[src/rtl/seg7_scan_reader.sv]
// Recovers BCD digits from a time-multiplexed, active-low 7-segment bus.
// Each digit dwell must repeat STABLE_CYCLES identical samples before it is
// captured; a full set of captured digits is presented on a valid/ready port.
module seg7_scan_reader #(
  parameter int unsigned DIGITS        = 4,
  parameter int unsigned STABLE_CYCLES = 4
) (
  input  logic                  clk,
  input  logic                  rst_n,
  input  logic [0:6]            seg,
  input  logic [DIGITS-1:0]     an,
  output logic [4*DIGITS-1:0]   out_data,
  output logic [DIGITS-1:0]     out_err,
  output logic                  out_valid,
  input  logic                  out_ready,
  output logic                  overrun
);

  localparam int unsigned DATA_W = 4 * DIGITS;
  localparam int unsigned RUN_W  = 8;
  localparam int unsigned CNT_W  = $clog2(DIGITS + 1);
  localparam logic [RUN_W-1:0] RUN_MAX = RUN_W'(STABLE_CYCLES);

  // Returns {invalid, code}; unknown patterns decode to an invalid 4'hF.
  function automatic logic [4:0] decode(input logic [0:6] s);
    case (s)
      7'b0000001: decode = 5'h00;
      7'b1001111: decode = 5'h01;
      7'b0010010: decode = 5'h02;
      7'b0000110: decode = 5'h03;
      7'b1001100: decode = 5'h04;
      7'b0100100: decode = 5'h05;
      7'b0100000: decode = 5'h06;
      7'b0001111: decode = 5'h07;
      7'b0000000: decode = 5'h08;
      7'b0000100: decode = 5'h09;
      default:    decode = 5'h1F;
    endcase
  endfunction

  logic [DIGITS-1:0] prev_an;
  logic [0:6]        prev_seg;
  logic [RUN_W-1:0]  run;
  logic [DIGITS-1:0] seen;
  logic [DATA_W-1:0] shadow;
  logic [DIGITS-1:0] err_shadow;

  logic [CNT_W-1:0]  sel_cnt;
  logic              selected;
  logic              same;
  logic              capture;
  logic              complete;
  logic              xfer;
  logic [4:0]        dec;
  logic [RUN_W-1:0]  run_d;
  logic [DIGITS-1:0] seen_cap;
  logic [DIGITS-1:0] seen_d;
  logic [DATA_W-1:0] shadow_d;
  logic [DIGITS-1:0] err_shadow_d;
  logic [DATA_W-1:0] out_data_d;
  logic [DIGITS-1:0] out_err_d;
  logic              out_valid_d;
  logic              overrun_d;

  // Select qualification, dwell run length, capture and frame hand-off.
  always_comb begin
    sel_cnt      = '0;
    run_d        = '0;
    seen_cap     = seen;
    shadow_d     = shadow;
    err_shadow_d = err_shadow;
    out_data_d   = out_data;
    out_err_d    = out_err;
    out_valid_d  = out_valid;
    overrun_d    = overrun;
    dec          = decode(seg);

    for (int i = 0; i < int'(DIGITS); i++) begin
      if (!an[i]) sel_cnt = sel_cnt + CNT_W'(1);
    end
    selected = (sel_cnt == CNT_W'(1));
    same     = (an == prev_an) && (seg == prev_seg);

    if (selected) begin
      if (same) run_d = (run == RUN_MAX) ? RUN_MAX : run + RUN_W'(1);
      else      run_d = RUN_W'(1);
    end

    // Saturated repeats of an already-captured dwell do not capture again.
    capture = selected && (run_d == RUN_MAX) && !(same && (run == RUN_MAX));

    if (capture) begin
      for (int i = 0; i < int'(DIGITS); i++) begin
        if (!an[i]) begin
          shadow_d[4*i +: 4] = dec[3:0];
          err_shadow_d[i]    = dec[4];
          seen_cap[i]        = 1'b1;
        end
      end
    end

    complete = capture && (&seen_cap);
    seen_d   = complete ? '0 : seen_cap;
    xfer     = out_valid && out_ready;

    if (xfer) begin
      out_valid_d = 1'b0;
      overrun_d   = 1'b0;
    end

    if (complete) begin
      if (!out_valid || out_ready) begin
        out_data_d  = shadow_d;
        out_err_d   = err_shadow_d;
        out_valid_d = 1'b1;
      end else begin
        overrun_d = 1'b1;
      end
    end
  end

  // State and output registers with synchronous active-low reset.
  always_ff @(posedge clk) begin
    if (!rst_n) begin
      prev_an    <= '1;
      prev_seg   <= 7'b1111111;
      run        <= '0;
      seen       <= '0;
      shadow     <= '0;
      err_shadow <= '0;
      out_data   <= '0;
      out_err    <= '0;
      out_valid  <= 1'b0;
      overrun    <= 1'b0;
    end else begin
      prev_an    <= an;
      prev_seg   <= seg;
      run        <= run_d;
      seen       <= seen_d;
      shadow     <= shadow_d;
      err_shadow <= err_shadow_d;
      out_data   <= out_data_d;
      out_err    <= out_err_d;
      out_valid  <= out_valid_d;
      overrun    <= overrun_d;
    end
  end

endmodule

[config.mk]
export PLATFORM = sky130hd
export DESIGN_NAME = seg7_scan_reader
export DESIGN_NICKNAME = d
export VERILOG_FILES = /design/src/rtl/seg7_scan_reader.sv
export SDC_FILE = /design/constraint.sdc
export NUM_CORES = 1
export LEC_CHECK = 0
export ABC_AREA = 1
export BUFFER_PORTS_ARGS = -buffer_cell sky130_fd_sc_hd__clkbuf_2
export CAP_MARGIN = 20
export CORE_MARGIN = 4
export CORE_UTILIZATION = 63
export CTS_BUF_LIST = sky130_fd_sc_hd__clkbuf_16
export DETAILED_ROUTE_END_ITERATION = 7
export PLACE_DENSITY = 0.87
export SLEW_MARGIN = 15
export SYNTH_ARGS = -nofsm -noshare
export SYNTH_HDL_FRONTEND = slang
export SYNTH_SLANG_ARGS = --single-unit
[constraint.sdc]
create_clock -name clk -period 8.6 [get_ports clk]
set_clock_uncertainty 0.15 [all_clocks]
set_input_delay 0.43 -clock clk [delete_from_list [all_inputs] [get_ports clk]]
set_output_delay 0.43 -clock clk [all_outputs]
set_load 0.02 [all_outputs]
# After elaboration in Yosys (flattened, before gate mapping)
# Cells that the tools add are included.
# classes
n_addsub	4
mul	0
div_mod_pow	0
magnitude_cmp	0
n_eq_ne	14
n_shift	0
n_mux	29
bitwise	1
n_reduce_logical	13
# op_table
cell	n
5-bit one-hot mux with 10 select lines	1
4-bit two-way mux	6
8-bit two-way mux	3
8-bit by 3-bit equality test with 1-bit output, second input constant	2
16-bit two-way mux	1
1-bit two-way mux	15
7-bit by 3-bit equality test with 1-bit output, second input constant	2
7-bit by 6-bit equality test with 1-bit output, second input constant	2
7-bit equality test, second input constant	2
3-bit by 1-bit adder with 3-bit output, second input constant	3
3-bit two-way mux	3
8-bit by 1-bit adder with 8-bit output, second input constant	1
7-bit by 1-bit equality test with 1-bit output, second input constant	1
7-bit by 4-bit equality test with 1-bit output, second input constant	1
7-bit by 5-bit equality test with 1-bit output, second input constant	1
7-bit equality test	1
7-bit zero test	1
1-bit logical AND	6
4-bit equality test	1
4-bit AND reduction	1
3-bit by 1-bit equality test with 1-bit output, second input constant	1
1-bit zero test	2
2-bit AND reduction	1
2-bit OR reduction	1
2 further kinds	2
# word_totals
ff_bits	65
latchBits	0
ram_bits	0
rom_bits	0
in_bits	14
out_inout_bits	22
wordCells	71
mem_count	0

# Longest topological paths before layout
# Gate-level depths: netlist (run 1).
# logic_depth
word_depth	16
ltp_mapped	24
mapped_depth_nobuf	23

# Least setup slack after synthesis (run 1)
# OpenSTA, ideal clock, no wires.
# synth_timing
path_type	input to register
startpoint	input an[0]
endpoint	register out_data[0]
setup_time_ns	0.113
arrival_time_ns	2.829
required_ns	8.337
setup_slack_ns	5.508
stages	18
path_buffers	0
cell_sequence	inv_1 > ha_1 > inv_1 > nand2_1 > nand2_1 > ha_1 > nor2_1 > nand3_1 > a21oi_2 > nand4_2 > nor2_4 > nand3_2 > nand2_1 > nand2_1 > nor2_2 > nand4_1 > nand2_1 > nor2_1
# synth_via
elab_chain_len	16
elab_cells_between_ends	24
classes_between	add/sub: 3; eq/ne: 3; mux: 10; reduce/logical: 8
# synth_rtl
item	line_no	text
from (decl)	11	input logic [DIGITS-1:0] an,
1-bit two-way mux	79	if (!an[i]) sel_cnt = sel_cnt + CNT_W'(1);
3-bit by 1-bit adder with 3-bit output	79	
3-bit two-way mux	79	
3-bit by 1-bit adder with 3-bit output	79	
3-bit two-way mux	79	
3-bit by 1-bit adder with 3-bit output	79	
3-bit two-way mux	79	
3-bit by 1-bit equality test with 1-bit output	81	selected = (sel_cnt == CNT_W'(1));
8-bit two-way mux	84	if (selected) begin
8-bit by 3-bit equality test with 1-bit output	90	capture = selected && (run_d == RUN_MAX) && !(same && (run == RUN_MAX));
1-bit logical AND (2 in series)	90	
4-bit two-way mux	92	if (capture) begin
4-bit AND reduction	102	complete = capture && (&seen_cap);
1-bit logical AND	102	
2-bit AND reduction (no line)	--	
to (signal assigned)	142	out_data <= out_data_d;
to (decl)	12	output logic [4*DIGITS-1:0] out_data,
# Several ways; a longest one is shown, not always the timed one.
# A chain may end at the register's enable or synchronous reset.

# Worst setup path after layout (run 1)
# layout_timing
startpoint	input an[1]
endpoint	register out_data[7]
# layout_via
elab_chain_len	14
elab_cells_between_ends	22
classes_between	add/sub: 2; eq/ne: 3; mux: 9; reduce/logical: 8
# layout_rtl
item	line_no
3-bit two-way mux	79
3-bit by 1-bit adder with 3-bit output	79
3-bit two-way mux	79
3-bit by 1-bit adder with 3-bit output	79
3-bit two-way mux	79
3-bit by 1-bit equality test with 1-bit output	81
8-bit two-way mux	84
8-bit by 3-bit equality test with 1-bit output	90
1-bit logical AND (2 in series)	90
4-bit two-way mux	92
4-bit AND reduction	102
1-bit logical AND	102
2-bit AND reduction (no line)	--
# Several ways; a longest one is shown, not always the timed one.

==> results of run 1 <==
layout make-up:
| type | instances | area share (%) |
|---|---|---|
| Multi-Input combinational cell | 350 | 43.2 |
| Sequential cell | 65 | 34.8 |
| Inverter | 67 | 6.73 |
| Clock buffer | 9 | 6.03 |
| Timing Repair Buffer | 35 | 4.69 |
| Clock inverter | 7 | 2.34 |
| Tap cell | 67 | 2.24 |
per-layer routing:
metal  wire [microns]  GRT usage (%)  share of wire, %
met1             3320           28.7                44
met2             3680           43.7                49
met3              292           4.85               3.9
met4              250           13.3               3.3
met5                0              0                 0
registers in the layout, indices dropped and copies added, names as in the netlist:
signal      flops
out_data       16
shadow         16
run             8
prev_seg        7
err_shadow      4
out_err         4
prev_an         4
seen            4
out_valid       1
overrun         1
worst min-delay path: cells and delay by family:
kind	cells	cell delay (ns)
and+or+nand+nor	1	0.06
buffers and inverters	2	0.17
final timing paths:
| kind | startpoint | endpoint | slack, ns |
|---|---|---|---|
| setup / recovery | an[1] | out_data[7] | 4.56 |
| hold / removal | seg[1] | prev_seg[1] | 0.21 |
| setup reg to reg | run[0] | out_data[7] | 5.06 |
| hold reg to reg | seen[1] | seen[1] | 0.31 |
kinds of logic after synthesis:
kind of cell               share of synthesized area, %
buffers and inverters                              10.1
and+or+nand+nor                                    42.1
xor gates and xnor gates                           1.35
adders and majority gates                          1.93
AOI/OAI and AO/OA                                  4.40
DFF                                                40.1
placed cells by master (no fill, tap or decap), drive strengths merged:
| cell | Yosys | routed |
|---|---|---|
| o21ai | 15 | 15 |
| xor2 | 3 | 3 |
| ha | 5 | 5 |
| clkinvlp | 0 | 2 |
| nor3 | 6 | 6 |
| nand4 | 34 | 34 |
| xnor2 | 2 | 2 |
| o31ai | 1 | 1 |
| nand3 | 20 | 20 |
| nor2 | 106 | 106 |
| inv | 67 | 69 |
| nand2 | 144 | 144 |
| clkinv | 0 | 1 |
| bufinv | 0 | 2 |
| o211ai | 1 | 1 |
| clkbuf | 7 | 44 |
| dfxtp | 65 | 65 |
| nand3b | 2 | 2 |
| a21oi | 9 | 9 |
| or2 | 2 | 2 |
per-stage QoR:
stage	hold WS (ns)	util (%)	total power (uW)	setup WS [ns]
2_1_floorplan	0.282	-	342	5.51
3_3_place_gp	0.287	70.6	353	4.51
3_5_place_dp	0.304	70.6	355	4.32
4_1_cts	0.207	77.1	730	4.61
5_1_grt	0.231	77.1	750	4.13
6_report	0.213	77.1	729	4.56
power groups by stage:
stage / Sequential (uW) / Combinational (uW) / Clock, uW
final: 306 / 43.1 / 379
after global routing: 306 / 49.2 / 394
after CTS: 306 / 42.7 / 381
after detailed placement: 313 / 42.0 / 0
after global placement: 312 / 40.3 / 0
after floorplan: 312 / 30.2 / 0
==> flow_metrics.tcl, run 1 <==
set metrics [dict create \
    fin_cells 600 \
    netlist_area_sq_um 3240 \
    ys_async_sr_fraction_pct 0 \
    ys_ff_latch 65 \
    cts_tree "yes" \
    chipHeight_microns 79.8 \
    ys_seq_area_share_pct 40.1 \
    layout-area-overhead-vs-synth_pct 15.2 \
    pwr-share-seq_pct 42.1 \
    grt-ovfl-total 0 \
    synth_top_area_share_pct 40.1 \
    grtUsageTotal_pct 25.0 \
    crit_cells 18 \
    pwr-share-clk_pct 52.0 \
    grt_pass1_vias 2845 \
    reg2reg_depth 14 \
    clock_sinks 65 \
    post-cts-setup-buffers 0 \
    slew_viol_final 0 \
    crit_required_ns 8.71 \
    final.min_clock_period_ns 4.04 \
    drv_cap 0 \
    crit_family "simple AND/OR/NAND/NOR gates" \
    crit_fanout 20 \
    cts_root_buf "clkbuf_16" \
    design_area_sq_um 3740 \
    path_clk_slew_ns 0.06 \
    synth_cells 497 \
    cp_slowest_cell "nor2_2" \
    power_density_nw_per_um2 195 \
    p_comb_share_pct 5.9 \
    swShare_pct 22.0 \
    cts_hold_buf 0 \
    vias 3146 \
    ant_nets 0 \
    synth_common_cells "nand2_1 (144), nor2_1 (101), inv_1 (66)" \
    cts_buffers 9 \
    end_kind "register" \
    dpl-instance-area_sq_um 3420 \
    viasPerCell 5.24 \
    synth_nets 516 \
    clk_latency_ns 0.32 \
    gp_congestion 0.833 \
    dpl.hpwl_mm 5.23 \
    std_cell_rows 25 \
    setup_viol 0 \
    dieArea_sq_um 6360 \
    status "finished clean" \
    hp-class "in -> reg" \
    htreeDepth 3 \
    p_sw_uw 160 \
    p_int_uw 569 \
    filler_cell_count 384 \
    power_leakage_uw 0.00186 \
    cp.arrival_ns 4.15 \
    drt_iter0_drc 193 \
    cts_buffer_depth 2 \
    tightest_slew_ns 0.768 \
    ios 36 \
    routed_wl_mm 7.54 \
    ys_types 27 \
    io_buffers 35 \
    synth_most_common_cell "nand2_1" \
    seqCellArea_sq_um 1300 \
    path_buf_inv 3 \
    fmax_mhz 248 \
    cpPeakStageDelay_ns 0.64 \
    grt_pass1_wl_mm 12.4 \
    crit_type "in -> reg" \
    synth_top_cell_by_area "dfxtp_1" \
    synth_edf_count 0 \
    multi_input_area_sq_um 1610 \
    nets 547 \
    holdPathStages 3 \
    die_w_microns 79.8 \
    ir_drop_v 0.000136 \
    placed_cells 584 \
    drc 0 \
    core_area_sq_um 4850 \
    rsz0062_at_grt "no" \
    start_util_pct 66.9 \
    drive_gt1_share_pct 12.2 \
    path_cells "clkbuf_2 -> inv_1 -> ha_1 -> inv_1 -> nand2_1 -> nand2_1 -> ha_1 -> nor2_1 -> nand3_1 -> a21oi_2 -> nand4_2 -> nor2_4 -> nand3_2 -> nand2_1 -> nand4_2 -> nor2_2 -> nor2_1 -> nor2_1" \
    antenna_found_initial 0 \
    cp-start-kind "input port" \
    first_pass_iters 5 \
    antenna_cells 0 \
    drt-wirelength-per-cell_microns 12.6 \
    syn_avg_cell_area_sq_um 6.53 \
    grt_max_degree 35 \
    maxSlewHeadroom_pct 48.8 \
    finalHoldViolations 0 \
    synth_area_leaders "dfxtp_1 (40%), nand2_1 (17%), nor2_1 (12%)" \
    yosys_warnings 0 \
    setup_tns_ns 0 \
    cts_resized 0 \
    finalCritPeriodShare_pct 47.0 \
    synthFlopType "dfxtp_1" \
]
No activity file was read; power rests on OpenSTA's default activity.
==> run 2: changes to the inputs <==
--- a/config.mk
+++ b/config.mk
@@ -9,10 +9,10 @@
 export BUFFER_PORTS_ARGS = -buffer_cell sky130_fd_sc_hd__clkbuf_2
 export CAP_MARGIN = 20
 export CORE_MARGIN = 4
-export CORE_UTILIZATION = 63
+export CORE_UTILIZATION = 58
 export CTS_BUF_LIST = sky130_fd_sc_hd__clkbuf_16
 export DETAILED_ROUTE_END_ITERATION = 7
-export PLACE_DENSITY = 0.87
+export PLACE_DENSITY = 0.81
 export SLEW_MARGIN = 15
 export SYNTH_ARGS = -nofsm -noshare
 export SYNTH_HDL_FRONTEND = slang
==> constraint.sdc (replaced) <==
create_clock -name clk -period 4 [get_ports clk]
set_clock_uncertainty 0.15 [all_clocks]
set_input_delay 0.2 -clock clk [delete_from_list [all_inputs] [get_ports clk]]
set_output_delay 0.2 -clock clk [all_outputs]
set_load 0.02 [all_outputs]
==> run 2 against run 1 <==
  * Total power is 130% higher
  * Sequential cell count stayed put
  * Clock power is 140% higher
  * Die area is 7.7% higher
  * Utilization is 3.8 points lower
  * Worst hold slack worse by 0.21 ns
  * Cell area is 3.3% higher
  * Global-route usage is 1.9 points lower
  * Wire length is 4.9% lower
  * Sequential share of layout area is 1.1 points lower
  * Highest routed layer unchanged
==> flow_metrics.tcl, run 2 (synthesis gave the netlist of run 1 again) <==
set metrics [dict create \
    fmax_mhz 298 \
    crit_type "in -> reg" \
    grt_max_degree 35 \
    drt-wirelength-per-cell_microns 11.7 \
    slew_viol_final 0 \
    final_util_pct 73.2 \
    whs_endpoint "prev_seg[4]" \
    ir_drop_v 0.000364 \
    layout-area-overhead-vs-synth_pct 19.0 \
    min_from "seg[4]" \
    multi_input_area_sq_um 1610 \
    chipHeight_microns 82.8 \
    reg2reg_depth 14 \
    vias 3142 \
    routed_wl_mm 7.17 \
    rsz0062_at_grt "no" \
    cts_buffer_depth 2 \
    cp-start-kind "input port" \
    post-cts-setup-buffers 0 \
    p_total_uw 1650 \
    grt-ovfl-total 0 \
    path_clk_slew_ns 0.06 \
    holdPathStages 2 \
    p_int_uw 1300 \
    hp-class "in -> reg" \
    tightest_slew_ns 0.683 \
    grt_pass1_vias 2885 \
    drc 0 \
    pwr-share-seq_pct 39.8 \
    reg.largest.list "out_data: 16 flops, shadow: 16 flops, run: 8 flops" \
    power_density_nw_per_um2 428 \
    viasPerCell 5.13 \
    crit_path_start "an[1]" \
    filler_cell_count 446 \
    die_w_microns 82.8 \
    p_comb_share_pct 5.7 \
    seqCellArea_sq_um 1300 \
    crit_required_ns 4.07 \
    first_pass_iters 4 \
    finalHoldViolations 0 \
    maxSlewHeadroom_pct 54.4 \
    clock_sinks 65 \
    htreeDepth 3 \
    std_cell_rows 26 \
    layout_commonest_cell "nand2_1" \
    final_cell_mix "nand2_1 (144), nor2_1 (101), inv_1 (66)" \
    final.min_clock_period_ns 3.36 \
    cts_buffers 9 \
    grtUsageTotal_pct 23.2 \
    crit_fanout 13 \
    design_area_sq_um 3860 \
    grt_pass1_wl_mm 12.1 \
    ios 36 \
    ant_nets 0 \
    status "finished clean" \
    finalCritPeriodShare_pct 84.0 \
    gp_congestion 0.910 \
    r2r_slack_ns 0.92 \
    setup_tns_ns 0 \
    start_util_pct 61.5 \
    holdWs_ns 0.00123 \
    drv_cap 0 \
    drive_gt1_share_pct 13.1 \
    nets 557 \
    drt_iter0_drc 204 \
    dpl.hpwl_mm 5.09 \
    dieArea_sq_um 6850 \
    swShare_pct 21.6 \
    power_leakage_uw 0.00191 \
    end_kind "register" \
    cp.arrival_ns 3.44 \
    clk_latency_ns 0.33 \
    p_sw_uw 356 \
    dpl-instance-area_sq_um 3470 \
    antenna_found_initial 0 \
    core_area_sq_um 5270 \
    setup_viol 0 \
    crit-reg2reg-capture "out_data[7]" \
    io_buffers 35 \
    cts_root_buf "clkbuf_16" \
    pwr-share-clk_pct 54.4 \
    timing.rr.start "run[0]" \
    cts_tree "yes" \
    antenna_cells 0 \
]
## run 2: cell count changes in the layout (fill, tap and decap cells not counted)
cell / delta
buf_4: +5
bufinv_16: +1
clkinv_1: +1
clkinv_2: -1
clkinv_4: +2
clkinvlp_4: -1
dlygate4sd3_1: +5
inv_1: -2
## run 2: worst max path at each step
stage | to | slack [ns]
after floorplan | out_data[0] | 1.14
after global placement | out_data[13] | 0.54
after detailed placement | out_data[1] | 0.39
after CTS | out_data[7] | 0.66
after global routing | out_data[13] | 0.30
final | out_data[7] | 0.64
## run 2: metrics by stage
stage / instances / setup WS (ns)
4_1_cts: 613 / 0.659
6_report: 613 / 0.639
3_5_place_dp: 592 / 0.390
2_1_floorplan: 497 / 1.14
5_1_grt: 613 / 0.296
3_3_place_gp: 592 / 0.541
## run 2: repair_timing
item                                   CTS  global route
hold buffers                             5             0
endpoints found under the hold margin    5             0
resized for setup                        0             0
## run 2: per-layer routing
metal	up-vias	GRT usage, %	wire [microns]
met5	-	0	0
met4	0	9.48	127
met3	12	5.94	391
met2	74	40.5	3480
met1	1416	26.9	3170
li1	1640	-	-
## run 2: power by group through the flow
stage | sequential, uW | combinational (uW) | clock, uW
after floorplan | 671 | 64.9 | 0
after global placement | 672 | 87.4 | 0
after detailed placement | 672 | 90.0 | 0
after CTS | 658 | 94.3 | 904
after global routing | 658 | 109 | 935
final | 658 | 94.3 | 899
## run 2: final cells by class
cell class / count / share of cell area (%)
multi-input cells: 350 / 41.8
repair buffers: 45 / 6.81
well taps: 70 / 2.27
clock inverters: 7 / 3.08
clock buffers: 9 / 5.83
flip-flops and latches: 65 / 33.7
inverters: 67 / 6.52
## run 2: critical path, stage by stage
cell and delay, ns:
clkbuf_2 0.11, inv_1 0.11, ha_1 0.35, inv_1 0.05
nand2_1 0.07, nand2_1 0.07, ha_1 0.30, nor2_1 0.10
nand3_1 0.11, a21oi_2 0.28, nand4_2 0.16, nor2_4 0.28
nand3_2 0.25, nand2_1 0.20, nand2_1 0.11, nor2_2 0.37
nand4_1 0.17, nand2_1 0.09, nor2_1 0.04
